--- config.mk ---
export PLATFORM = sky130hd
export DESIGN_NAME = button_conditioner_flat
export DESIGN_NICKNAME = d
export VERILOG_FILES = /design/src/rtl/button_conditioner_if.sv /design/src/rtl/button_conditioner.sv /design/src/flat_wrapper.sv
export SDC_FILE = /design/constraint.sdc
export NUM_CORES = 1
export LEC_CHECK = 0
export ABC_AREA = 0
export BUFFER_PORTS_ARGS = -buffer_cell sky130_fd_sc_hd__buf_2
export CELL_PAD_IN_SITES_DETAIL_PLACEMENT = 1
export CELL_PAD_IN_SITES_GLOBAL_PLACEMENT = 1
export CORE_MARGIN = 2
export CORE_UTILIZATION = 50
export CTS_BUF_LIST = sky130_fd_sc_hd__clkbuf_8
export CTS_CLUSTER_SIZE = 28
export DETAILED_ROUTE_END_ITERATION = 7
export GPL_TIMING_DRIVEN = 0
export PLACE_DENSITY_LB_ADDON = 0.08
export RECOVER_POWER = 100
export SLEW_MARGIN = 20
export SYNTH_ARGS = -nofsm -noshare
export SYNTH_HDL_FRONTEND = slang
export SYNTH_SLANG_ARGS = --single-unit
--- constraint.sdc ---
create_clock -name clk -period 2.6 [get_ports clk]
set_clock_uncertainty 0.2 [all_clocks]
set_input_delay 0.13 -clock clk [delete_from_list [all_inputs] [get_ports clk]]
set_output_delay 0.13 -clock clk [all_outputs]
set_load 0.1 [all_outputs]
--- src/rtl/button_conditioner_if.sv ---
// Button bundle between the raw board pins and the debounced event consumers.
interface button_conditioner_if #(
    parameter int N_BTN = 2
);
    logic [N_BTN-1:0] btn_raw;
    logic [N_BTN-1:0] btn_level;
    logic [N_BTN-1:0] btn_press;
    logic [N_BTN-1:0] btn_release;

    modport master (output btn_raw, input btn_level, btn_press, btn_release);
    modport slave  (input btn_raw, output btn_level, btn_press, btn_release);
endinterface

--- src/rtl/button_conditioner.sv ---
// Per-button synchronizer, debounce FSM and press/release pulse generator,
// producing clean single-cycle events in the pixel-clock domain.
module button_conditioner #(
    parameter int N_BTN           = 2,
    parameter int DEBOUNCE_CYCLES = 500000,
    parameter bit BTN_ACTIVE_LOW  = 1'b1
) (
    input  logic               clk,
    input  logic               reset,
    button_conditioner_if.slave btn
);
    localparam int CW = $clog2(DEBOUNCE_CYCLES + 1);
    localparam logic [CW-1:0] CNT_TERM = CW'(DEBOUNCE_CYCLES - 1);
    localparam logic [CW-1:0] CNT_MAX  = '1;

    localparam logic [1:0] RELEASED     = 2'd0;
    localparam logic [1:0] PRESS_WAIT   = 2'd1;
    localparam logic [1:0] PRESSED      = 2'd2;
    localparam logic [1:0] RELEASE_WAIT = 2'd3;

    logic [N_BTN-1:0] raw_in;
    logic [N_BTN-1:0] sync1;
    logic [N_BTN-1:0] sync;
    logic [N_BTN-1:0] level;
    logic [N_BTN-1:0] press;
    logic [N_BTN-1:0] release_p;

    assign raw_in = btn.btn_raw ^ {N_BTN{BTN_ACTIVE_LOW}};

    always_ff @(posedge clk or negedge reset) begin
        if (!reset) begin
            sync1 <= '0;
            sync  <= '0;
        end else begin
            sync1 <= raw_in;
            sync  <= sync1;
        end
    end

    for (genvar g = 0; g < N_BTN; g++) begin : g_btn
        logic [1:0]    state;
        logic [CW-1:0] cnt;
        logic          press_q;
        logic          release_q;

        always_ff @(posedge clk or negedge reset) begin
            if (!reset) begin
                state     <= RELEASED;
                cnt       <= '0;
                press_q   <= 1'b0;
                release_q <= 1'b0;
            end else begin
                press_q   <= 1'b0;
                release_q <= 1'b0;
                case (state)
                    RELEASED: begin
                        if (sync[g]) begin
                            state <= PRESS_WAIT;
                            cnt   <= CW'(1);
                        end else begin
                            cnt <= '0;
                        end
                    end
                    PRESS_WAIT: begin
                        if (!sync[g]) begin
                            state <= RELEASED;
                            cnt   <= '0;
                        end else if (cnt == CNT_TERM) begin
                            state   <= PRESSED;
                            cnt     <= '0;
                            press_q <= 1'b1;
                        end else if (cnt != CNT_MAX) begin
                            cnt <= cnt + 1'b1;
                        end
                    end
                    PRESSED: begin
                        if (!sync[g]) begin
                            state <= RELEASE_WAIT;
                            cnt   <= CW'(1);
                        end
                    end
                    RELEASE_WAIT: begin
                        if (sync[g]) begin
                            state <= PRESSED;
                            cnt   <= '0;
                        end else if (cnt == CNT_TERM) begin
                            state     <= RELEASED;
                            cnt       <= '0;
                            release_q <= 1'b1;
                        end else if (cnt != CNT_MAX) begin
                            cnt <= cnt + 1'b1;
                        end
                    end
                endcase
            end
        end

        // PRESSED and RELEASE_WAIT are the two states with bit 1 set.
        assign level[g]     = state[1];
        assign press[g]     = press_q;
        assign release_p[g] = release_q;
    end

    assign btn.btn_level   = level;
    assign btn.btn_press   = press;
    assign btn.btn_release = release_p;
endmodule

--- src/flat_wrapper.sv ---
// flat-port wrapper written by rule: the top's interface ports become plain ports
module button_conditioner_flat 
#(
    parameter int N_BTN           = 2,
    parameter int DEBOUNCE_CYCLES = 500000,
    parameter bit BTN_ACTIVE_LOW  = 1'b1
)
  (clk, reset, btn_btn_raw, btn_btn_level, btn_btn_press, btn_btn_release);
  button_conditioner_if #(.N_BTN(N_BTN)) btn_i ();
  input  logic clk;
  input  logic reset;
  input wire logic [$bits(btn_i.btn_raw)-1:0] btn_btn_raw;
  output wire logic [$bits(btn_i.btn_level)-1:0] btn_btn_level;
  output wire logic [$bits(btn_i.btn_press)-1:0] btn_btn_press;
  output wire logic [$bits(btn_i.btn_release)-1:0] btn_btn_release;
  assign btn_i.btn_raw = btn_btn_raw;
  assign btn_btn_level = btn_i.btn_level;
  assign btn_btn_press = btn_i.btn_press;
  assign btn_btn_release = btn_i.btn_release;
  button_conditioner #(.N_BTN(N_BTN), .DEBOUNCE_CYCLES(DEBOUNCE_CYCLES), .BTN_ACTIVE_LOW(BTN_ACTIVE_LOW)) u_core (.clk(clk), .reset(reset), .btn(btn_i));
endmodule
# [Word level (Yosys, flattened, before mapping)]
# Index checks and enable logic that the tools add are counted.
[op_classes] add_sub_neg=2 eq_ne=18 n_mux=38 bitwise_logic=1 reduce_logical=4
[op_table] operator="2-to-1 mux 19 bit" count=10
[op_table] operator="case mux 19 bit (4 select lines)" count=2
[op_table] operator="adder 19 x 1 -> 19 bit, second input constant" count=2
[op_table] operator="== test 19 bit, second input constant" count=2
[op_table] operator="inequality test 19 bit, second input constant" count=2
[op_table] operator="2-to-1 mux 2 bit" count=12
[op_table] operator="case mux 2 bit (4 select lines)" count=2
[op_table] operator="2-to-1 mux 1 bit" count=12
[op_table] operator="== test 2 bit, second input constant" count=4
[op_table] operator="AND reduction 4 bit" count=2
[op_table] operator="inequality test 3 x 1 -> 1 bit, second input constant" count=2
[op_table] operator="inequality test 3 bit, second input constant" count=2
[op_table] operator="== test 2 x 1 -> 1 bit, second input constant" count=2
[op_table] operator="zero test 2 bit" count=2
[op_table] operator="inequality test 2 x 1 -> 1 bit, second input constant" count=2
[op_table] operator="inequality test 2 bit, second input constant" count=2
[op_table] operator="NOT 2 bit" count=1
[totals] ff_bits=50 input_bits=4 out_inout_bits=6 word_cells=73

# [Longest topological paths before layout]
[depth] depth_word=5 mapped_depth=7 ltp_nobuf=6

# [Worst setup path before layout]
# No wires, ideal clock.
[synth_timing] path_kind="reg2reg" from="register u_core.g_btn[0].cnt[5]" to="register u_core.g_btn[0].cnt[9]" setup_time_ns=0.121 arrival_ns=1.839 t_required_ns=2.279 setup_slack_ns=0.439 path_stages_with_launch=7 path_buffers=1 synth_period_minus_slack_ns=2.161 path_cell_list="dfrtp_1 > or4b_1 > nor4_4 > a21o_4 > buf_6 > a41oi_1 > o22a_1"
[synth_via] elab_chain_len=5 elab_cells_between_ends=8 cone_classes="add/sub (1); eq/ne (2); mux (5)"
[synth_rtl] element="from (decl)" line_no="button_conditioner.sv:42" source="logic [CW-1:0] cnt;"
[synth_rtl] element="from (signal assigned)" line_no="button_conditioner.sv:73" source="cnt <= cnt + 1'b1;"
[synth_rtl] element="from (signal assigned)" line_no="button_conditioner.sv:91" source="cnt <= cnt + 1'b1;"
[synth_rtl] element="adder 19 x 1 -> 19 bit / inequality test 19 bit (equally long branches)"
[synth_rtl] element="2-to-1 mux 19 bit" line_no="button_conditioner.sv:72, button_conditioner.sv:90"
[synth_rtl] element="2-to-1 mux 19 bit *" line_no="button_conditioner.sv:68" source="end else if (cnt == CNT_TERM) begin"
[synth_rtl] element="2-to-1 mux 19 bit, on equally long branches" line_no="button_conditioner.sv:83, button_conditioner.sv:65"
[synth_rtl] element="case mux 19 bit (4 select lines) *" line_no="button_conditioner.sv:55" source="case (state)"
# Mark *: on every way between the ends. The rest lies on a longest branch, timed or not.
# A chain may end at the register's enable or synchronous reset.

# [Worst setup path in the final report]
# Ends and elaborated chain as after synthesis.

==> flow_summary.json <==
{
  "cts_root_buf": "clkbuf_8",
  "grt_max_degree": 51,
  "ant_nets": 0,
  "fp.dieW_um": 79.1,
  "die_h_um": 79.1,
  "synth-seq-cells": 50,
  "worst_pin_slew_ns": 1.25,
  "drive_gt1_share_pct": 12.6,
  "clock_latency_ns": 0.31,
  "grt_pass1_vias": 2671,
  "hpwl_mm": 5.17,
  "hold_viol": 0,
  "postSynthAreaPerCell_um2": 9.22,
  "r2r-end": "u_core.g_btn[0].cnt[9]$_DFFE_PN0P_",
  "start_kind": "flop",
  "num_rows": 27,
  "gp_congestion": 0.864,
  "vias": 2523,
  "core_um2": 5470,
  "critPathArrivalTime_ns": 2.44,
  "finalCritPeriodShare_pct": 93.8,
  "dr.pass1.iters": 4,
  "max_slew_margin_pct": 16.4,
  "antenna_found_initial": 0,
  "p_leak_nw": 1.31,
  "min_to": "u_core.sync[1]$_DFF_PN0_",
  "synth_nets": 312,
  "crit_type": "reg2reg",
  "max_cap_violations": 0,
  "synthDistinctLibCells": 57,
  "track_usage_pct": 26.1,
  "clk_path_buf_depth": 2,
  "drtIter0Drc": 106,
  "ff2ff_setup_slack_ns": 0.16,
  "critPathMaxFanout": 10,
  "die_area_um2": 6260,
  "synthFlopType": "dfrtp_1",
  "viasPerCell": 6.34,
  "cellPowerDensity_nw_per_um2": 661,
  "async_reset_ff_share_pct": 100,
  "period_needed_ns": 2.44,
  "grt_overflow": 0,
  "hp-start": "u_core.sync1[1]$_DFF_PN0_",
  "dpl.cell_count": 387,
  "required_ns": 2.60,
  "whs_path_depth": 0,
  "hp-class": "reg2reg",
  "synth-warning-count": 0,
  "place.port_buffers": 9,
  "rsz0062_at_grt": "false",
  "syn_inst": 306,
  "setup_tns_ns": 0,
  "nFillCells": 664,
  "htreeDepth": 2,
  "instances_no_fill": 398,
  "outcome": "completed",
  "cts-buffers-inserted": 5,
  "wl_per_cell_um": 18.6,
  "drc": 0,
  "syn_area_um2": 2820,
  "grt_pass1_wl_mm": 13.0,
  "drv_slew": 0,
  "peakVddDrop_mv": 0.285,
  "yosysSeqAreaShare_pct": 44.3,
  "max_freq_ghz": 0.410,
  "pin_count": 10,
  "wl_mm": 7.40,
  "area_growth_pct": 10.9,
  "initial_core_util_pct": 51.6,
  "critPathCaptureType": "flop",
  "synth_edf_count": 0,
  "clkSinkCount": 50,
  "setup_viol": 0,
  "n_antenna_cell": 0,
  "nNetsFinal": 331,
  "cts_tree": "done",
  "reg2reg_from": "u_core.g_btn[0].cnt[5]$_DFFE_PN0P_",
  "clk_pin_slew_worst_paths_ns": 0.09,
  "rr_worst_depth": 6
}
## what timing repair did
| item | 4_1_cts | 5_1_grt |
|---|---|---|
| pin swaps | 0 | 1 |
| hold buffers | 3 | 0 |
| setup endpoints to repair | 2 | 19 |
| setup buffers | 0 | 0 |
| endpoints found under the hold margin | 52 | 0 |
| gates resized for setup | 1 | 3 |
## worst max-delay path, stage by stage (launching register included)
cell	delay, ns
dfrtp_1	0.45
or4b_1	0.62
nor4_4	0.37
a21o_4	0.20
clkbuf_4	0.21
a41oi_1	0.06
o22a_1	0.22
## final cells by class
type | count | area (µm²) | share of cell area (%)
inverters | 9 | 33.8 | 1.08
flip-flops and latches | 50 | 1250 | 40.0
well taps | 72 | 90.1 | 2.88
plain buffers | 20 | 110 | 3.52
repair buffers | 12 | 67.6 | 2.16
clock inverters | 2 | 60.1 | 1.92
multi-input cells | 227 | 1430 | 45.8
clock buffers | 6 | 82.6 | 2.64
## power breakdown
part / total, W / internal [W] / switching, W
clock: 0.000684 / 0.000411 / 0.000273
sequential: 0.000879 / 0.000824 / 0.0000544
combinational: 0.000506 / 0.000164 / 0.000342
## kinds of logic (layout without fill, tap and decap cells)
logic type      Yosys count  in the layout  share of synthesized area, %
simple gates            111            111                          22.5
mux                       2              2                         0.798
buf+inv                  29             49                          5.23
xor+xnor                  3              3                         0.931
flops                    50             50                          44.3
fa+ha+maj                 2              2                         0.887
compound gates          109            109                          25.3
## worst max-delay path by stage
| stage | endpoint | cells past startpoint | startpoint | slack, ns |
|---|---|---|---|---|
| global placement | u_core.g_btn[1].cnt[7]$_DFFE_PN0N_ | 7 | u_core.g_btn[1].cnt[0]$_DFFE_PN0N_ | 0.02 |
| floorplan | u_core.g_btn[0].cnt[9]$_DFFE_PN0P_ | 6 | u_core.g_btn[0].cnt[5]$_DFFE_PN0P_ | 0.44 |
| CTS | u_core.g_btn[0].cnt[0]$_DFFE_PN0P_ | 6 | u_core.g_btn[0].cnt[0]$_DFFE_PN0P_ | 0.1 |
| global route | u_core.g_btn[0].cnt[0]$_DFFE_PN0P_ | 5 | u_core.g_btn[0].cnt[12]$_DFFE_PN0P_ | 0.02 |
| finish | u_core.g_btn[0].cnt[9]$_DFFE_PN0P_ | 6 | u_core.g_btn[0].cnt[5]$_DFFE_PN0P_ | 0.16 |
| detailed placement | u_core.g_btn[1].cnt[8]$_DFFE_PN0N_ | 7 | u_core.g_btn[1].cnt[0]$_DFFE_PN0N_ | 0.01 |
## layout by cell type (no fill, tap or decap), types with 13 or more instances in the layout
cell type | Yosys | routed
dfrtp_1 | 50 | 50
and3_1 | 13 | 13
o21ai_0 | 19 | 20
a21oi_1 | 27 | 26
a31oi_1 | 22 | 22
nor2_1 | 19 | 18
clkbuf_1 | 11 | 17
nand2_1 | 23 | 23
nand3_1 | 15 | 14
## metrics by stage
step	hold WS, ns	area [µm²]	util [%]	total power (W)	worst slack (ns)
floorplan	-0.366	2820	-	0.00126	0.439
global placement	0.0737	2960	54.0	0.00138	0.0167
detailed placement	0.00108	2960	54.1	0.00139	0.0125
CTS	0.160	3140	57.3	0.00208	0.0967
global route	0.181	3130	57.2	0.00216	0.0173
finish	0.158	3130	57.2	0.00207	0.161
## metal layers
layer | wire length, µm | GRT usage [%] | up-vias
li1 | - | - | 1198
met1 | 3340 | 33.1 | 1276
met2 | 3760 | 45.8 | 39
met3 | 181 | 4.32 | 10
met4 | 121 | 7.76 | 0
met5 | 0 | 0 | -
## registers in the layout, summed over array words and instances, names as in the netlist, named ones only
register	flops
u_core.g_btn.state	2
u_core.g_btn.cnt	38
u_core.sync	2
u_core.sync1	2
u_core.g_btn.release_q	2
u_core.g_btn.press_q	2
## synthesized netlist by cell type (all sizes together) (2+ instances only)
| cell type | n | area [µm²] |
|---|---|---|
| dfrtp | 50 | 1250 |
| a21oi | 28 | 144 |
| nand2 | 23 | 86.3 |
| a31oi | 22 | 138 |
| o21ai | 21 | 105 |
| nor2 | 19 | 71.3 |
| nand3 | 16 | 85.1 |
| and3 | 13 | 81.3 |
| a21o | 11 | 92.6 |
| clkbuf | 11 | 41.3 |
| buf | 9 | 72.6 |
| inv | 9 | 33.8 |
| nand4 | 9 | 56.3 |
| a41oi | 7 | 61.3 |
| and2 | 6 | 38.8 |
| nor4 | 6 | 73.8 |
| nor3b | 4 | 30.0 |
| or3 | 4 | 26.3 |
| and4 | 3 | 27.5 |
| nor3 | 3 | 15.0 |
| a22o | 2 | 17.5 |
| a31o | 2 | 17.5 |
| ha | 2 | 25.0 |
| mux2 | 2 | 22.5 |
| o211a | 2 | 20.0 |
| o31ai | 2 | 15.0 |
| xor2 | 2 | 17.5 |
(Power assumes the default switching activity.)
